**src/rtl/mmio_console_pkg.sv**
```systemverilog
// Shared widths, default addresses and the status-word layout for the MMIO console.
package mmio_console_pkg;

    localparam int XLEN = 32;

    localparam logic [XLEN-1:0] CONSOLE_ADDR_DEF = 32'h1000_0000;
    localparam logic [XLEN-1:0] HALT_ADDR_DEF    = 32'h1000_0004;

    localparam int ST_COUNT_W   = 16;
    localparam int ST_FULL_BIT  = 16;
    localparam int ST_HALT_BIT  = 17;

    typedef enum logic [1:0] {
        SEL_NONE,
        SEL_CONSOLE,
        SEL_HALT
    } req_sel_e;

    typedef struct packed {
        logic [XLEN-ST_HALT_BIT-2:0] rsvd;
        logic                        halted;
        logic                        full;
        logic [ST_COUNT_W-1:0]       count;
    } status_t;

    function automatic logic [XLEN-1:0] pack_status(input logic [ST_COUNT_W-1:0] count,
                                                    input logic full,
                                                    input logic halted);
        status_t s;
        s.rsvd   = '0;
        s.halted = halted;
        s.full   = full;
        s.count  = count;
        return s;
    endfunction

endpackage

```
**src/rtl/mmio_console_sync_fifo.sv**
```systemverilog
// Generic synchronous FIFO, first-word fall-through, registered full/empty/count.
// Latency: a push at edge N is visible at the head after edge N; pushes to a full FIFO and pops from an empty one are dropped.
module sync_fifo #(
    parameter int WIDTH = 8,
    parameter int DEPTH = 16
) (
    input  logic                       clk,
    input  logic                       rst_n,
    input  logic                       push_vld_i,
    input  logic [WIDTH-1:0]           push_dat_i,
    input  logic                       pop_i,
    output logic [WIDTH-1:0]           head_dat_o,
    output logic                       full_o,
    output logic                       empty_o,
    output logic [$clog2(DEPTH):0]     count_o
);

    localparam int AW = $clog2(DEPTH);

    logic [WIDTH-1:0] mem_q [DEPTH];
    logic [AW-1:0]    wr_ptr_q, wr_ptr_d;
    logic [AW-1:0]    rd_ptr_q, rd_ptr_d;
    logic [AW:0]      count_q, count_d;
    logic             push_eff;
    logic             pop_eff;

    assign full_o     = (count_q == (AW+1)'(DEPTH));
    assign empty_o    = (count_q == '0);
    assign count_o    = count_q;
    assign head_dat_o = mem_q[rd_ptr_q];

    assign push_eff = push_vld_i && !full_o;
    assign pop_eff  = pop_i && !empty_o;

    // Pointers are exactly AW bits so they wrap on their own at DEPTH.
    always_comb begin
        wr_ptr_d = wr_ptr_q;
        rd_ptr_d = rd_ptr_q;
        count_d  = count_q;
        if (push_eff) wr_ptr_d = wr_ptr_q + 1'b1;
        if (pop_eff)  rd_ptr_d = rd_ptr_q + 1'b1;
        case ({push_eff, pop_eff})
            2'b10:   count_d = count_q + 1'b1;
            2'b01:   count_d = count_q - 1'b1;
            default: count_d = count_q;
        endcase
    end

    always_ff @(posedge clk or negedge rst_n) begin
        if (!rst_n) begin
            wr_ptr_q <= '0;
            rd_ptr_q <= '0;
            count_q  <= '0;
        end else begin
            wr_ptr_q <= wr_ptr_d;
            rd_ptr_q <= rd_ptr_d;
            count_q  <= count_d;
        end
    end

    always_ff @(posedge clk) begin
        if (push_eff) mem_q[wr_ptr_q] <= push_dat_i;
    end

endmodule

```
**src/rtl/mmio_console.sv**
```systemverilog
// Memory-mapped console byte sink plus halt/exit-code latch for simulation tops.
// Latency: bus ack is combinational; queued bytes appear on tx one cycle after acceptance. Full FIFO stalls console stores.
module mmio_console
    import mmio_console_pkg::*;
#(
    parameter logic [XLEN-1:0] CONSOLE_ADDR = CONSOLE_ADDR_DEF,
    parameter logic [XLEN-1:0] HALT_ADDR    = HALT_ADDR_DEF,
    parameter int              FIFO_DEPTH   = 16
) (
    input  logic            clk,
    input  logic            reset,
    input  logic            bus_valid,
    input  logic            bus_write,
    input  logic [XLEN-1:0] bus_addr,
    input  logic [XLEN-1:0] bus_wdata,
    output logic            bus_ready,
    output logic [XLEN-1:0] bus_rdata,
    output logic            tx_valid,
    output logic [7:0]      tx_data,
    input  logic            tx_ready,
    output logic            halted,
    output logic [XLEN-1:0] exit_code,
    output logic            done
);

    localparam int CW = $clog2(FIFO_DEPTH) + 1;

    req_sel_e        sel;
    logic            fifo_full;
    logic            fifo_empty;
    logic [CW-1:0]   fifo_count;
    logic            push;
    logic            halt_accept;
    logic            halted_q, halted_d;
    logic [XLEN-1:0] exit_code_q, exit_code_d;

    always_comb begin
        sel = SEL_NONE;
        if (bus_valid) begin
            if (bus_addr == CONSOLE_ADDR)   sel = SEL_CONSOLE;
            else if (bus_addr == HALT_ADDR) sel = SEL_HALT;
        end
    end

    // Stores stall on the registered full flag, so a pop in the same cycle
    // only frees the slot for the next cycle.
    always_comb begin
        bus_ready   = 1'b0;
        bus_rdata   = '0;
        push        = 1'b0;
        halt_accept = 1'b0;
        case (sel)
            SEL_CONSOLE: begin
                if (bus_write) begin
                    bus_ready = !fifo_full;
                    push      = !fifo_full;
                end else begin
                    bus_ready = 1'b1;
                    bus_rdata = pack_status(ST_COUNT_W'(fifo_count), fifo_full, halted_q);
                end
            end
            SEL_HALT: begin
                bus_ready = 1'b1;
                if (bus_write) halt_accept = 1'b1;
                else           bus_rdata   = exit_code_q;
            end
            default: ;
        endcase
    end

    always_comb begin
        halted_d    = halted_q;
        exit_code_d = exit_code_q;
        if (halt_accept && !halted_q) begin
            halted_d    = 1'b1;
            exit_code_d = bus_wdata;
        end
    end

    always_ff @(posedge clk or negedge reset) begin
        if (!reset) begin
            halted_q    <= 1'b0;
            exit_code_q <= '0;
        end else begin
            halted_q    <= halted_d;
            exit_code_q <= exit_code_d;
        end
    end

    sync_fifo #(
        .WIDTH (8),
        .DEPTH (FIFO_DEPTH)
    ) u_fifo (
        .clk        (clk),
        .rst_n      (reset),
        .push_vld_i (push),
        .push_dat_i (bus_wdata[7:0]),
        .pop_i      (tx_valid && tx_ready),
        .head_dat_o (tx_data),
        .full_o     (fifo_full),
        .empty_o    (fifo_empty),
        .count_o    (fifo_count)
    );

    assign tx_valid  = !fifo_empty;
    assign halted    = halted_q;
    assign exit_code = exit_code_q;
    assign done      = halted_q && fifo_empty;

endmodule
```
**config.mk**
```make
export PLATFORM = sky130hd
export DESIGN_NAME = mmio_console
export DESIGN_NICKNAME = d
export VERILOG_FILES = /design/src/rtl/mmio_console_pkg.sv /design/src/rtl/mmio_console_sync_fifo.sv /design/src/rtl/mmio_console.sv
export SDC_FILE = /design/constraint.sdc
export NUM_CORES = 1
export LEC_CHECK = 0
export CAP_MARGIN = 20
export CORE_AREA = 2 2 132 134
export DETAILED_ROUTE_END_ITERATION = 16
export DIE_AREA = 0 0 134 136
export PLACE_DENSITY = 0.7
export SKIP_CTS_REPAIR_TIMING = 1
export SYNTH_ARGS = -nofsm -noshare
export SYNTH_HDL_FRONTEND = slang
export SYNTH_SLANG_ARGS = --single-unit
```
**constraint.sdc**
```tcl
create_clock -name clk -period 3.7 [get_ports clk]
set_clock_uncertainty 0.1 [all_clocks]
set_input_delay 0.74 -clock clk [delete_from_list [all_inputs] [get_ports clk]]
set_output_delay 0.74 -clock clk [all_outputs]
set_load 0.1 [all_outputs]
```
**Word-level counts from Yosys, hierarchy flattened**

Memory sizes are Yosys's and may differ from the RTL's.
Index checks and enable logic that the tools add are counted.

- Register bits: 46
- RAM bits: 128
- Input bits: 69
- Output and inout port bits: 76
- Word-level logic and storage cells: 42
- Memories kept: 1

- $add $sub $neg: 4
- Eq/ne operators: 7
- Multiplexer cells: 15
- Reduce and logical (&&, ||, !) cells: 10

Memory list:

| name | depth | bits a word | read ports | clocked after Yosys merged registers in | write ports | line | source |
|---|---|---|---|---|---|---|---|
| u_fifo.mem_q | 16 | 8 | 1 | 0 | 1 | mmio_console_sync_fifo.sv:20 | `logic [WIDTH-1:0] mem_q [DEPTH];` |

Operators by type and width:

| operator | number |
|---|---|
| $eq 32x29->1 const B | 2 |
| $pmux 32 s2 | 1 |
| $mux 32 | 1 |
| $mux 18 | 1 |
| $pmux 5 s2 | 1 |
| $add 4x1->4 const B | 2 |
| $mux 1 | 7 |
| $mux 2 | 3 |
| $add 5x1->5 const B | 1 |
| $eq 5x5->1 const B | 1 |
| $logic_and 1x1->1 | 5 |
| $logic_not 5->1 | 1 |
| $sub 5x1->5 const B | 1 |
| $eq 2x1->1 const B | 2 |
| $eq 2x2->1 const B | 2 |
| $logic_not 1->1 | 3 |
| $pmux 1 s2 | 1 |
| $reduce_bool 2->1 | 1 |

**Longest topological paths before layout**

- Depth in word-level cells: 9
- Depth in mapped cells: 13
- Gate-level depth less buffers: 10

**Modules after synthesis**

A second synthesis with hierarchy kept.

- Cell total of the unflattened synthesis: 468
- Area, all modules: 7,468.4 um^2

Modules (own cells, without submodules):

| module | times used | cells an instance | area each (um^2) | sequential area each (um^2) |
|---|---|---|---|---|
| sync_fifo | 1 | 332 | 5,779.3 | 4,169.0 |
| mmio_console | 1 | 136 | 1,689.1 | 825.8 |

**Least setup slack after synthesis**

Ideal clock, no wire load.

- Path type: register to output
- Start: register u_fifo.count_q[1], in the netlist u_fifo.count_o[1]
- End: output port done
- Arrival: 3.333 ns
- Data required time: 2.860 ns
- Slack: -0.473 ns
- Cell stages (with the launch flop): 5
- Path buffers: 1
- Cell sequence: dfrtp_1 -> buf_2 -> nor4_1 -> nand2_1 -> nor2_1

- Cells in the longest elaborated chain, start to end: 2

Ends and longest elaborated chain:

| element | line | source |
|---|---|---|
| start: declaration | mmio_console_sync_fifo.sv:23 | `logic [AW:0] count_q, count_d;` |
| start signal: assignment | mmio_console_sync_fifo.sv:57 | `count_q <= count_d;` |
| $logic_not 5->1 | mmio_console_sync_fifo.sv:28 | `assign empty_o = (count_q == '0);` |
| $logic_and 1x1->1 | mmio_console.sv:108 | `assign done = halted_q && fifo_empty;` |
| end: declaration | mmio_console.sv:23 | `output logic done` |

No other way between the ends.

**Worst setup path after layout**

- Start: input port bus_addr[14]
- End: output port bus_rdata[17]

- Cells in the longest elaborated chain, start to end: 6
- Elaborated cells between the ends (all ways): 8
- Classes of those cells: eq/ne: 4; mux: 4

Ends and longest elaborated chain:

| element | line | source |
|---|---|---|
| start: declaration | mmio_console.sv:14 | `input logic [XLEN-1:0] bus_addr,` |
| $eq 32x29->1 | mmio_console.sv:41 | `else if (bus_addr == HALT_ADDR) sel = SEL_HALT;` |
| $mux 2 | mmio_console.sv:41 |  |
| $mux 2 * | mmio_console.sv:40 | `if (bus_addr == CONSOLE_ADDR) sel = SEL_CONSOLE;` |
| $mux 2 * | mmio_console.sv:39 | `if (bus_valid) begin` |
| $eq 2x2->1 / $eq 2x1->1 (equally long branches) | mmio_console.sv:52 | `case (sel)` |
| $pmux 32 s2 * | mmio_console.sv:52 |  |
| end: declaration | mmio_console.sv:17 | `output logic [XLEN-1:0] bus_rdata,` |

Every way passes the cells marked *; elsewhere a longest branch is shown, timed or not.

==> run metrics <==
synthesized area=7430 sq um; Vias/cell=5.39; syn avg cell area=17.6 sq um; final hold violation count=0; worst hold-check path type=in2async; Seq/Total Area, Yosys=0.672; worst setup path category=in2out; ant diodes=0; fin area=10400 sq um; DP Wirelength=12000 um; status=complete, no violations; clock buffer depth=2; chip width=134 um; Worst setup EP type=output port; final WL=17700 um; YS warnings=0; largest net degree at the start of global routing=47; initial antenna violation count=0; Chip Height=136 um; number of CTS-inserted buffers=17; Die Area=18200 sq um; cell taking the most area after synthesis=edfxtp_1; area grow syn2layout=39.7%; RSZ-0062 raised after global routing=yes; Post-synth EDFFs=128; IO Port Bufs=144; DR WL/cell=21.3 um; Cells after Synth=423; Final Max Slew Viols=0; share of the synthesized area in the top cell type=0.517; DRT Pass-1 Iters=5; synth top area cells=edfxtp_1, dfrtp_1, mux4_2, mux2_1, and2_1; Clock Sinks=174; Synth Net Count=501; Worst-path clk slew=0.06 ns; endpoints failing setup=0; f_max=274 MHz; CP Launch Type=primary input; Remaining Overflow, GRT=0; first-pass GRT wire length=26800 um; antenna viol nets, final=0; R2R depth=11; Final GP Congestion=0.716; H-tree depth=4; Worst-Margin Slew=1.02 ns; Power Density=605 nW/um^2; Req. time, crit path=2.86 ns; initial DRC count=322; post-synthesis register bit count=174; nets=670; setup TNS=0 ns; Root Driver=clkbuf_16; starting density of the core=0.440; vias in the first global route=4829; layout cells sized above 1=0.296; Ports=145; synth cell count leaders=edfxtp_1, dfrtp_1, mux4_2; synth unique cells=43; routed vias=4471; Skew-Pair Late Insertion Delay=0.43 ns; Final min period=3.65 ns; Rows=48; core area=16900 sq um; Placement Cell Area=9660 sq um; crit-path max FO=7; ys flop type=edfxtp_1; max-cap viol count=0; DR DRC count=0; leakage=3.85 nW; ys async rst share=0.264; critical path arrival=2.81 ns; worst slew margin relative to its limit=0.316; Tot GR Track Use=0.201; Total Power=0.00628 W; cell with the most instances after synthesis=edfxtp_1; Max VDD drop=0.000559 V; CTS tree=yes; fin crit share=0.985
[sequential cells by signal (all words and copies together), names as in the netlist]
signal           count
u_fifo.count_o       5
halted               1
u_fifo.rd_ptr_q      4
exit_code           32
u_fifo.mem_q       128
u_fifo.wr_ptr_q      4
[per-layer routing]
| layer | track usage | vias to the layer above | wire length (um) |
|---|---|---|---|
| li1 | - | 1990 | - |
| met3 | 0.0604 | 19 | 1160 |
| met2 | 0.356 | 176 | 9410 |
| met1 | 0.242 | 2286 | 6920 |
| met5 | 0 | - | 0 |
| met4 | 0.0520 | 0 | 179 |
[critical path, stage by stage]
cell and delay [ns]:
clkdlybuf4s50_1 0.41, nor4_2 0.35, nand4_1 0.15, or4_1 0.67, nor2_1 0.27, buf_12 0.21
[final timing paths]
path | slack [ns] | end | startpoint
min in group clk | 0.41 | exit_code[12] | exit_code[12]
max in group asynchronous | 3.01 | u_fifo.rd_ptr_q[0] | reset
max reg2reg | 0.90 | u_fifo.count_o[4] | u_fifo.count_o[1]
min reg2reg | 0.41 | exit_code[12] | exit_code[12]
min | 0.03 | exit_code[19] | reset
max | 0.05 | bus_rdata[17] | bus_addr[14]
[final cells by class]
type                    instances  area (sq um)
fillers                      1192          6490
well taps                     225           282
clock buffers                  18           429
flip-flops and latches        174          5000
repair buffers                175          2110
inverters                       8          30.0
multi-input cells             216          2350
clock inverters                14           180
[cell families (layout without fill, tap and decap cells)]
| group | after synthesis | in the layout | synth area share |
|---|---|---|---|
| xor gates and xnor gates | 10 | 10 | 0.0118 |
| AOI/OAI and AO/OA | 17 | 17 | 0.0158 |
| muxes | 81 | 81 | 0.182 |
| DFF | 174 | 174 | 0.672 |
| and+or+nand+nor | 99 | 99 | 0.0818 |
| adders and majority gates | 9 | 9 | 0.0152 |
| buffers and inverters | 33 | 215 | 0.0209 |
[stage by stage]
| step | std cells | utilization | worst slack, ns | hold slack, ns |
|---|---|---|---|---|
| after floorplan | 423 | - | -0.405 | 0.344 |
| after global placement | 795 | 0.572 | 0.0469 | 0.389 |
| after detailed placement | 795 | 0.572 | -0.0159 | 0.400 |
| after CTS | 827 | 0.609 | -0.0228 | 0.416 |
| after global routing | 830 | 0.615 | -0.0760 | 0.0144 |
| final | 830 | 0.615 | 0.0545 | 0.0271 |
[placed cells by master, fill, tap and decap left out, types with 3 or more instances in the layout]
master	n
inv_6	4
clkdlybuf4s50_1	97
edfxtp_1	128
bufinv_16	3
nor4_2	4
nand2b_1	6
nor3_1	14
mux2_1	30
nand4_1	5
nor2_1	11
mux2_2	5
a21oi_1	3
mux4_2	40
and2_4	13
xor2_1	4
nor4_1	6
xnor2_1	6
nor4_4	3
ha_1	9
buf_12	44
o21ai_0	3
nand3_1	3
clkinv_4	3
mux2i_1	6
inv_1	8
nor3b_1	3
nand2_1	9
dfrtp_1	45
buf_4	31
clkbuf_16	17
and2_1	13
[power breakdown]
part           switching, W  leakage, nW  internal, W
Clock              0.000748        0.298      0.00107
Combinational       0.00115         1.78     0.000979
Sequential         0.000178         1.77      0.00215
Total               0.00208         3.85      0.00420
Note: power is estimated with default switching activity, not from simulation.
